## src/rtl/vgafetch_ctrl.sv

```systemverilog
// Framebuffer fetch sequencer: walks FRAME_WORDS words per frame into a small FIFO for the display.
// Optional build macro VGAFETCH_UNDERRUN_CNT_EN adds a saturating underrun counter.
module vgafetch_ctrl #(
  parameter int ADDR_W      = 30,
  parameter int FIFO_LOG2   = 4,
  parameter int FRAME_WORDS = 38400
) (
  input  logic              clk,
  input  logic              rst_n,
  input  logic              enable,
  input  logic [ADDR_W-1:0] base_addr,
  input  logic              vga_vsync,
  input  logic              rd,
  output logic [7:0]        red_byte,
  output logic [7:0]        green_byte,
  output logic [7:0]        blue_byte,
  output logic [7:0]        bright_byte,
  output logic              mem_req,
  output logic [ADDR_W-1:0] mem_addr,
  input  logic              mem_ack,
  input  logic [31:0]       mem_data,
  output logic              underrun,
  input  logic              underrun_clr,
  output logic [15:0]       underrun_cnt
);
  localparam int DEPTH = 1 << FIFO_LOG2;
  localparam int WW    = $clog2(FRAME_WORDS + 1);
  localparam logic [WW-1:0]        FW_TOT  = WW'(FRAME_WORDS);
  localparam logic [WW-1:0]        FW_LAST = WW'(FRAME_WORDS - 1);
  localparam logic [FIFO_LOG2:0]   CNT_ONE = (FIFO_LOG2 + 1)'(1);

  typedef enum logic [1:0] {IDLE, FLUSH, FETCH, DONE} state_e;
  state_e state_q, state_d;

  logic [2:0]           vs_pipe;
  logic                 fs, abort_q;
  logic [ADDR_W-1:0]    addr_q;
  logic [WW-1:0]        words_q;
  logic [31:0]          fifo_mem [DEPTH];
  logic [FIFO_LOG2-1:0] wp_q, rp_q, rp_nxt;
  logic [FIFO_LOG2:0]   count_q;
  logic [31:0]          head_q;
  logic                 ack_ok, push, pop, flush, empty, full, uflow;

  // [0],[1] synchronize vsync; [2] holds the previous synchronized value for edge detect
  always_ff @(posedge clk or negedge rst_n)
    if (!rst_n) vs_pipe <= 3'b111;
    else        vs_pipe <= {vs_pipe[1:0], vga_vsync};

  assign fs     = vs_pipe[2] & ~vs_pipe[1];
  assign flush  = (state_q == FLUSH);
  assign empty  = (count_q == '0);
  assign full   = count_q[FIFO_LOG2];
  assign ack_ok = (state_q == FETCH) && mem_req && mem_ack;
  // an ack that completes an interrupted frame is dropped
  assign push   = ack_ok && !(abort_q || fs);
  assign pop    = rd && !empty && !flush;
  assign uflow  = rd && empty;
  assign rp_nxt = rp_q + 1'b1;

  always_ff @(posedge clk or negedge rst_n)
    if (!rst_n) state_q <= IDLE;
    else        state_q <= state_d;

  always_comb begin
    state_d = state_q;
    case (state_q)
      IDLE:  if (fs && enable) state_d = FLUSH;
      FLUSH: state_d = FETCH;
      FETCH:
        if (ack_ok && (abort_q || fs))      state_d = FLUSH;
        else if (fs && !mem_req)            state_d = enable ? FLUSH : IDLE;
        else if (push && words_q == FW_LAST) state_d = DONE;
      DONE:  if (fs) state_d = enable ? FLUSH : IDLE;
      default: state_d = IDLE;
    endcase
  end

  // request cannot be withdrawn, so a frame start mid-request is remembered until the ack
  always_ff @(posedge clk or negedge rst_n)
    if (!rst_n)                                   abort_q <= 1'b0;
    else if (flush || ack_ok)                     abort_q <= 1'b0;
    else if (state_q == FETCH && fs && mem_req)   abort_q <= 1'b1;

  always_ff @(posedge clk or negedge rst_n)
    if (!rst_n) mem_req <= 1'b0;
    else if (flush) mem_req <= 1'b1;
    else if (state_q == FETCH) begin
      if (mem_req) begin
        if (mem_ack) mem_req <= 1'b0;
      end else if (!fs && !full && words_q < FW_TOT) mem_req <= 1'b1;
    end else mem_req <= 1'b0;

  always_ff @(posedge clk or negedge rst_n)
    if (!rst_n) begin
      addr_q  <= '0;
      words_q <= '0;
    end else if (flush) begin
      addr_q  <= base_addr;
      words_q <= '0;
    end else if (push) begin
      addr_q  <= addr_q + 1'b1;
      words_q <= words_q + 1'b1;
    end

  always_ff @(posedge clk)
    if (push) fifo_mem[wp_q] <= mem_data;

  always_ff @(posedge clk or negedge rst_n)
    if (!rst_n) begin
      wp_q    <= '0;
      rp_q    <= '0;
      count_q <= '0;
    end else if (flush) begin
      wp_q    <= '0;
      rp_q    <= '0;
      count_q <= '0;
    end else begin
      if (push) wp_q <= wp_q + 1'b1;
      if (pop)  rp_q <= rp_nxt;
      case ({push, pop})
        2'b10:   count_q <= count_q + 1'b1;
        2'b01:   count_q <= count_q - 1'b1;
        default: count_q <= count_q;
      endcase
    end

  // head register: next stored word, the word being written, or zero when the FIFO drains
  always_ff @(posedge clk or negedge rst_n)
    if (!rst_n)              head_q <= '0;
    else if (flush)          head_q <= '0;
    else if (pop)            head_q <= (count_q == CNT_ONE) ? (push ? mem_data : 32'h0)
                                                            : fifo_mem[rp_nxt];
    else if (push && empty)  head_q <= mem_data;

  always_ff @(posedge clk or negedge rst_n)
    if (!rst_n)            underrun <= 1'b0;
    else if (uflow)        underrun <= 1'b1;
    else if (underrun_clr) underrun <= 1'b0;

`ifdef VGAFETCH_UNDERRUN_CNT_EN
  logic [15:0] ucnt_q;
  always_ff @(posedge clk or negedge rst_n)
    if (!rst_n) ucnt_q <= '0;
    else if (uflow) begin
      if (ucnt_q != 16'hFFFF) ucnt_q <= ucnt_q + 16'd1;
    end else if (underrun_clr) ucnt_q <= '0;
  assign underrun_cnt = ucnt_q;
`else
  assign underrun_cnt = 16'h0;
`endif

  assign mem_addr    = addr_q;
  assign red_byte    = head_q[7:0];
  assign green_byte  = head_q[15:8];
  assign blue_byte   = head_q[23:16];
  assign bright_byte = head_q[31:24];
endmodule

```

## config.mk

```make
export PLATFORM = sky130hd
export DESIGN_NAME = vgafetch_ctrl
export DESIGN_NICKNAME = d
export VERILOG_FILES = /design/src/rtl/vgafetch_ctrl.sv
export SDC_FILE = /design/constraint.sdc
export NUM_CORES = 1
export LEC_CHECK = 0
export CAP_MARGIN = 10
export CORE_ASPECT_RATIO = 2
export CORE_UTILIZATION = 45
export CTS_BUF_LIST = sky130_fd_sc_hd__clkbuf_4
export CTS_CLUSTER_DIAMETER = 50
export CTS_CLUSTER_SIZE = 40
export DETAILED_ROUTE_END_ITERATION = 8
export PLACE_DENSITY = 0.74
export RECOVER_POWER = 25
export SETUP_SLACK_MARGIN = 0.2
export SLEW_MARGIN = 25
export SYNTH_ARGS = -nofsm -noshare
export SYNTH_HDL_FRONTEND = slang
export SYNTH_SLANG_ARGS = --single-unit
```

## constraint.sdc

```tcl
create_clock -name clk -period 3.3 [get_ports clk]
set_clock_uncertainty 0.1 [all_clocks]
set_input_delay 0.66 -clock clk [delete_from_list [all_inputs] [get_ports clk]]
set_output_delay 0.66 -clock clk [all_outputs]
set_load 0.02 [all_outputs]
```

==> reports/summary.txt, run 1 <==
Resize count post-CTS: 0
Routed wire length: 56500 um
Seq/Total Area, Yosys: 71.8%
Worst-path maximum fanout: 32
Clk buf depth: 3
Synthesized cell area: 24900 um^2
Arrival time at the worst endpoint: 3.74 ns
DRT Pass-1 Iters: 5
WP buf/inv: 1
Logic gate share of total power: 41.2%
Chip Height: 334 um
Placer congestion estimate: 0.850
Status: finished, violations left
Worst slew pin tran: 2.42 ns
Core Box Area: 54500 um^2
Initial antenna violation count: 2
CTS Buf Count: 31
PwrDens: 794 nW/um^2
Period utilisation layout: 90.2%
Layout cells sized above 1: 18.1%
Largest stage delay, worst path: 0.75 ns
Tot Pwr: 0.0223 W
Part of the power in registers: 42.5%
Max Cap Viol: 1
Cell internal pwr: 0.0141 W
Placed wire-length estimate: 37300 um
Total track usage: 20.3%
# H-tree levels: 1
Clock period minus final worst setup slack: 2.98 ns
Initial core utilization: 45.6%
Pin count of the biggest net entering global routing: 85
Initial DRC count: 1304
Simple-gate area share of the yosys netlist: 5.64%
# rows: 121
Fin. max-slew vios: 37
GR Overflow Total: 0
Hold Path Class: in -> reg
Crit path cell chain: inv_1 > ha_1 > or4b_1 > a21oi_2 > and2_2 > o21ai_0 > a21oi_1
Finished Core Util: 51.5%
TritonCTS clock tree: yes
Worst-skew pair later-pin latency: 0.92 ns
Final Hold Vio Count: 0
Failing checks: capacitance limit, slew limit
Number of setup buffers added after CTS: 0
Synth Area in Compound Gates: 5.37%
# IOs: 149
Ys flop type: edfxtp_1
Sink Count: 611
Vias: 13.6k
Setup TNS Final: 0 ns
Post-Synth Adder-Cell Area: 0.553%
Synth Area per Inst: 17.7 um^2
Global-route wire length before repair: 85700 um
Number of synthesized flops with an enable pin: 512
CTS root buf: clkbuf_4
Remaining DRCs: 0
CP max-delay cell: and2_2
Worst EP required: 4.07 ns
RSZ-0062 raised after global routing: false
Main combinational cell family by area after synthesis: multiplexers
Antenna violation net count after detailed routing: 0
Area grow syn2layout: 12.9%
Fraction of registers with async set/reset: 16.2%
Crit path launch type: register
Width of the die: 168 um
Post-Synth XOR/XNOR Area: 1.44%
Number of global-route vias before repair: 14.0k
Lkg Pwr: 9.19 nW
Final #Nets: 1633
Mux cell area share after synthesis: 12.9%
Mapped Cells: 1408
NetSw: 0.00824 W
Netlist cell types: 58
Synth Warn #: 0
Sw frac: 37.0%
I/O Buffers: 132
Worst path top cell family by delay: simple AND/OR/NAND/NOR gates
Slew margin rel.: -61.1%
Synth Register Bits: 611
Cts hold-fix bufs: 1
Wirelength per Cell: 25.0 um
Die Footprint: 56300 um^2
VDD IR-drop max: 678 uV
Clock-pin slew on the worst setup and hold paths: 0.31 ns
Max Fclk: 336 MHz
Final Setup Violations: 0
CP Capture Type: register
Critical path type: reg -> reg
Clk pwr share: 16.3%
Vias per inst: 6.04
metrics by stage:
stage / setup slack (ns) / hold slack [ns] / area (um^2) / cells
3_3_place_gp: 0.432 / 0.251 / 27300 / 2195
6_report: 0.325 / 0.107 / 28100 / 2256
2_1_floorplan: 0.530 / 0.245 / 24900 / 1423
3_5_place_dp: 0.332 / 0.249 / 27300 / 2195
4_1_cts: 0.255 / 0.00650 / 28100 / 2254
5_1_grt: 0.187 / 0.0291 / 28100 / 2256
cell type report:
class,instances,area (um^2)
antenna,2,5.00
clock buffer,32,240
clock inverter,26,526
fill,4266,26400
inverter,16,60.1
multi-input combinational,696,6570
sequential,611,17900
tap,676,846
timing repair buffer,197,1970
worst min-delay path, stage by stage:
cell and delay (ns):
clkdlybuf4s50_1 0.40, nand2_1 0.05, o21ai_0 0.07
cells in the mapped netlist, types with 17 or more instances:
master	n	share of area (%)
a21oi_1	40	0.81
edfxtp_1	512	62
o21ai_0	47	0.95
clkbuf_1	37	0.56
mux4_2	128	12
nand3_1	27	0.54
o32a_1	31	1.2
nor2_1	101	1.5
mux2i_1	33	1.3
nor3_1	17	0.34
o221ai_1	32	1.1
dfrtp_1	96	9.7
buf_4	18	0.54
xnor2_1	26	0.92
buf_2	35	0.70
nand2_1	47	0.71
placed cells by master, fill, tap and decap left out, types with 5 or more instances in the layout:
cell type,synthesis,layout
edfxtp_1,512,512
mux4_2,128,128
clkdlybuf4s50_1,0,108
nor2_1,101,101
dfrtp_1,96,95
nand2_1,47,47
o21ai_0,47,47
buf_4,18,46
a21oi_1,40,40
mux2i_1,33,33
o221ai_1,32,32
clkbuf_4,0,32
o32a_1,31,31
nand3_1,27,27
xnor2_1,26,25
dlygate4sd3_1,0,24
nor3_1,17,17
inv_1,16,16
conb_1,1,16
xor2_1,15,14
buf_12,0,14
and2_2,1,13
and3_1,15,11
a211oi_1,10,10
nand4_1,10,10
o21ai_1,10,10
ha_1,11,10
clkinv_16,0,8
and4_1,7,7
o22ai_1,6,6
nor4_1,6,6
inv_12,0,5
clkinv_8,0,5
clkbuf_1,37,5
sequential cells by signal, indices dropped and copies added (netlist names):
| register | flops |
|---|---|
| fifo_mem | 512 |
| wp_q | 4 |
| abort_q | 1 |
| mem_addr | 30 |
| head_q | 32 |
| state_q | 2 |
| rp_q | 4 |
| count_q | 5 |
| mem_req | 1 |
| vs_pipe | 3 |
| words_q | 16 |
| underrun | 1 |
power groups by stage:
stage	registers (W)	logic (W)	clock network, W
floorplan	0.00988	0.00586	0
global placement	0.00959	0.00913	0
detailed placement	0.00963	0.00922	0
CTS	0.00947	0.00926	0.00373
global route	0.00954	0.00981	0.00396
finish	0.00947	0.00918	0.00364
worst paths after layout:
| path | from | to | slack [ns] | cells after the start |
|---|---|---|---|---|
| worst max register to register | count_q[1]$_DFFE_PN0P_ | head_q[15]$_DFFE_PN0P_ | 0.32 | 7 |
| worst min-delay path | base_addr[8] | mem_addr[8]$_DFFE_PN0P_ | 0.11 | 3 |
| max in group asynchronous | rst_n | head_q[23]$_DFFE_PN0P_ | 0.54 | 3 |
| worst max-delay path | count_q[1]$_DFFE_PN0P_ | head_q[15]$_DFFE_PN0P_ | 0.32 | 7 |
| worst min register to register | vs_pipe[1]$_DFF_PN1_ | vs_pipe[2]$_DFF_PN1_ | 0.28 | 0 |
| min in group asynchronous | rst_n | head_q[10]$_DFFE_PN0P_ | 0.84 | 2 |
kinds of logic after synthesis:
| logic type | after synthesis |
|---|---|
| flops | 611 |
| fa+ha+maj | 11 |
| simple gates | 273 |
| other cells | 1 |
| compound gates | 194 |
| buf+inv | 116 |
| mux | 161 |
| xor+xnor | 41 |
metal layers:
| metal | global-route usage (%) | part of all wire (%) | up-vias |
|---|---|---|---|
| met5 | 0 | 0 | - |
| met4 | 8.05 | 3.4 | 0 |
| met3 | 2.22 | 5.4 | 110 |
| met2 | 36.1 | 53 | 562 |
| met1 | 25.3 | 38 | 7072 |
| li1 | - | - | 5871 |
(Power assumes the default switching activity.)
==> run 2: changes to the inputs <==
--- a/config.mk
+++ b/config.mk
@@ -12,7 +12,7 @@
 export CTS_CLUSTER_DIAMETER = 50
 export CTS_CLUSTER_SIZE = 40
 export DETAILED_ROUTE_END_ITERATION = 8
-export PLACE_DENSITY = 0.74
+export PLACE_DENSITY_LB_ADDON = 0.12
 export RECOVER_POWER = 25
 export SETUP_SLACK_MARGIN = 0.2
 export SLEW_MARGIN = 25
==> run 2 against run 1 <==
The run now ends clean. Count of clock-buffer cells in the layout is 8 higher. Final cell count up 0.84%. Sequential power about the same. Critical path depth is 6 lower. Utilization up 0.46 points. Sequential share of layout area decreased by 0.57 points. Via count fell by 0.85%. Clock power rose by 2%. Die area unchanged. Worst hold slack gained 0.14 ns.
==> reports/summary.txt, run 2 (synthesis results as in run 1) <==
Status: finished clean
Slew margin rel.: 8.10% (+69 points)
Most frequent cells in the layout: edfxtp_1 (512), mux4_2 (128), clkdlybuf4s50_1 (108)
Worst Slack Setup Final: 0.472 ns (+0.147 ns)
Reg with most FFs: fifo_mem
CTS root buf: clkbuf_4
Worst-path maximum fanout: 2 (-94%)
Initial antenna violation count: 2 (unchanged)
Pre-CTS WS: 0.246 ns (-0.0860 ns)
Initial DRC count: 1061 (-19%)
Wirelength per Cell: 27.3 um (+8.9%)
Worst Min Path Start: base_addr[21]
Critical path type: reg -> out
Vias: 13.5k (-0.85%)
Initial core utilization: 45.6% (unchanged)
Worst EP required: 2.54 ns (-1.53 ns)
Post-Place Cells: 2206 (+0.50%)
Remaining DRCs: 0 (unchanged)
Placer congestion estimate: 0.815 (-4.2%)
Hold path cells: 3 (unchanged)
Layout cells sized above 1: 19.2% (+1.1 points)
Final #Nets: 1649 (+0.98%)
Largest stage delay, worst path: 0.70 ns (-0.05 ns)
Worst slew pin tran: 1.38 ns (-1.04 ns)
Commonest non-fill, non-tap cell in the layout: edfxtp_1
CP Launch Point: head_q[27]$_DFFE_PN0P_
RSZ-0062 raised after global routing: false
PwrDens: 803 nW/um^2 (+1.2%)
GR Overflow Total: 0 (unchanged)
I/O Buffers: 132 (unchanged)
Sink Count: 611 (unchanged)
Hold Path Class: in -> reg
TritonCTS clock tree: yes
Lkg Pwr: 9.30 nW (+1.2%)
Vias per inst: 5.93 (-1.7%)
Crit path depth: 1 (-6)
DRT Pass-1 Iters: 5 (unchanged)
Worst-skew pair later-pin latency: 0.86 ns (-0.06 ns)
Max Fclk: 354 MHz (+5.2%)
Antenna violation net count after detailed routing: 0 (unchanged)
Final Hold Vio Count: 0 (unchanged)
Die Footprint: 56300 um^2 (unchanged)
Routed wire length: 62000 um (+9.8%)
Clock period minus final worst setup slack: 2.83 ns (-0.147 ns)
Fin. max-slew vios: 0 (-100%)
Crit path cell chain: clkdlybuf4s50_1
Global-route wire length before repair: 92000 um (+7.3%)
# IOs: 149 (unchanged)
Reg2reg start: rp_q[0]$_DFFE_PN0P_
Placed wire-length estimate: 39800 um (+6.5%)
Area grow syn2layout: 13.9%
Max reg flops: 512 (unchanged)
Crit path launch type: register
Max Cap Viol: 0 (-1)
Clock-pin slew on the worst setup and hold paths: 0.28 ns (-0.03 ns)
Pin count of the biggest net entering global routing: 98 (+15%)
CTS Buf Count: 36 (+16%)
Width of the die: 168 um (unchanged)
Worst path top cell family by delay: buffers and inverters
WP buf/inv: 1 (unchanged)
Clk buf depth: 3 (unchanged)
Setup TNS Final: 0 ns (unchanged)
VDD IR-drop max: 614 uV (-9.5%)
Final Setup Violations: 0 (unchanged)
Arrival time at the worst endpoint: 2.07 ns (-1.67 ns)
Non-filler cells, final: 2275 (+0.84%)
Period utilisation layout: 85.7% (-4.4 points)
# rows: 121 (unchanged)
CP max-delay cell: clkdlybuf4s50_1
# H-tree levels: 2 (+1)
CP Capture Type: output pin
Layout fillers: 4461 (+4.6%)
Chip Height: 334 um (unchanged)
Number of setup buffers added after CTS: 0 (unchanged)
Number of global-route vias before repair: 14.1k (+0.46%)
Total track usage: 22.6% (+2.2 points)
Core Box Area: 54500 um^2 (unchanged)
R2r worst-path depth: 6 (-1)
[run 2: final cells by class]
class,instances,area [um^2],area share (%)
Antenna cell,2,5.00,0.0177
Clock buffer,40,300,1.06
Clock inverter,26,407,1.44
Inverter,16,60.1,0.212
Multi-Input combinational cell,696,6580,23.2
Sequential cell,611,17900,63.1
Tap cell,676,846,2.99
Timing Repair Buffer,208,2270,8.02
[run 2: power by group]
| group | internal, W | total [W] | leakage, nW | switching, W |
|---|---|---|---|---|
| Sequential | 0.00889 | 0.00945 | 5.84 | 0.000560 |
| Combinational | 0.00449 | 0.00960 | 3.09 | 0.00511 |
| Clock | 0.000985 | 0.00370 | 0.370 | 0.00272 |
| Total | 0.0144 | 0.0228 | 9.30 | 0.00839 |
[run 2: metal layers]
layer  up-vias  GRT usage [%]  share of wire [%]
met1      7110           27.2                 38
li1       5923              -                  -
met2       384           41.8                 55
met4         0           7.33                2.9
met5         -              0                  0
met3        82           2.41                4.2
[run 2: final timing paths]
| check | end | slack, ns |
|---|---|---|
| max | bright_byte[3] | 0.47 |
| min | mem_addr[21]$_DFFE_PN0P_ | 0.25 |
| max reg2reg | head_q[23]$_DFFE_PN0P_ | 0.66 |
| min reg2reg | vs_pipe[1]$_DFF_PN1_ | 0.28 |
| max in group asynchronous | rp_q[0]$_DFFE_PN0P_ | 1.54 |
| min in group asynchronous | head_q[20]$_DFFE_PN0P_ | 0.47 |
[run 2: metrics by stage]
| step | hold WS [ns] | utilization [%] | instance area, um^2 | power, W |
|---|---|---|---|---|
| after global routing | 0.245 | 52.0 | 28300 | 0.0239 |
| after detailed placement | 0.250 | 50.7 | 27600 | 0.0194 |
| after floorplan | 0.245 | - | 24900 | 0.0157 |
| after CTS | 0.0963 | 52.0 | 28300 | 0.0231 |
| after global placement | 0.252 | 50.7 | 27600 | 0.0193 |
| final | 0.249 | 52.0 | 28300 | 0.0228 |
[run 2: worst min-delay path, stage by stage]
cell and delay, ns:
clkdlybuf4s50_1 0.40, nand2_1 0.06, o21ai_1 0.05
[run 2: timing repair]
action | 4_1_cts | 5_1_grt
setup endpoints to repair | 0 | 12
hold endpoints to repair | 40 | 0
gates resized for setup | 0 | 1
hold buffers | 1 | 0
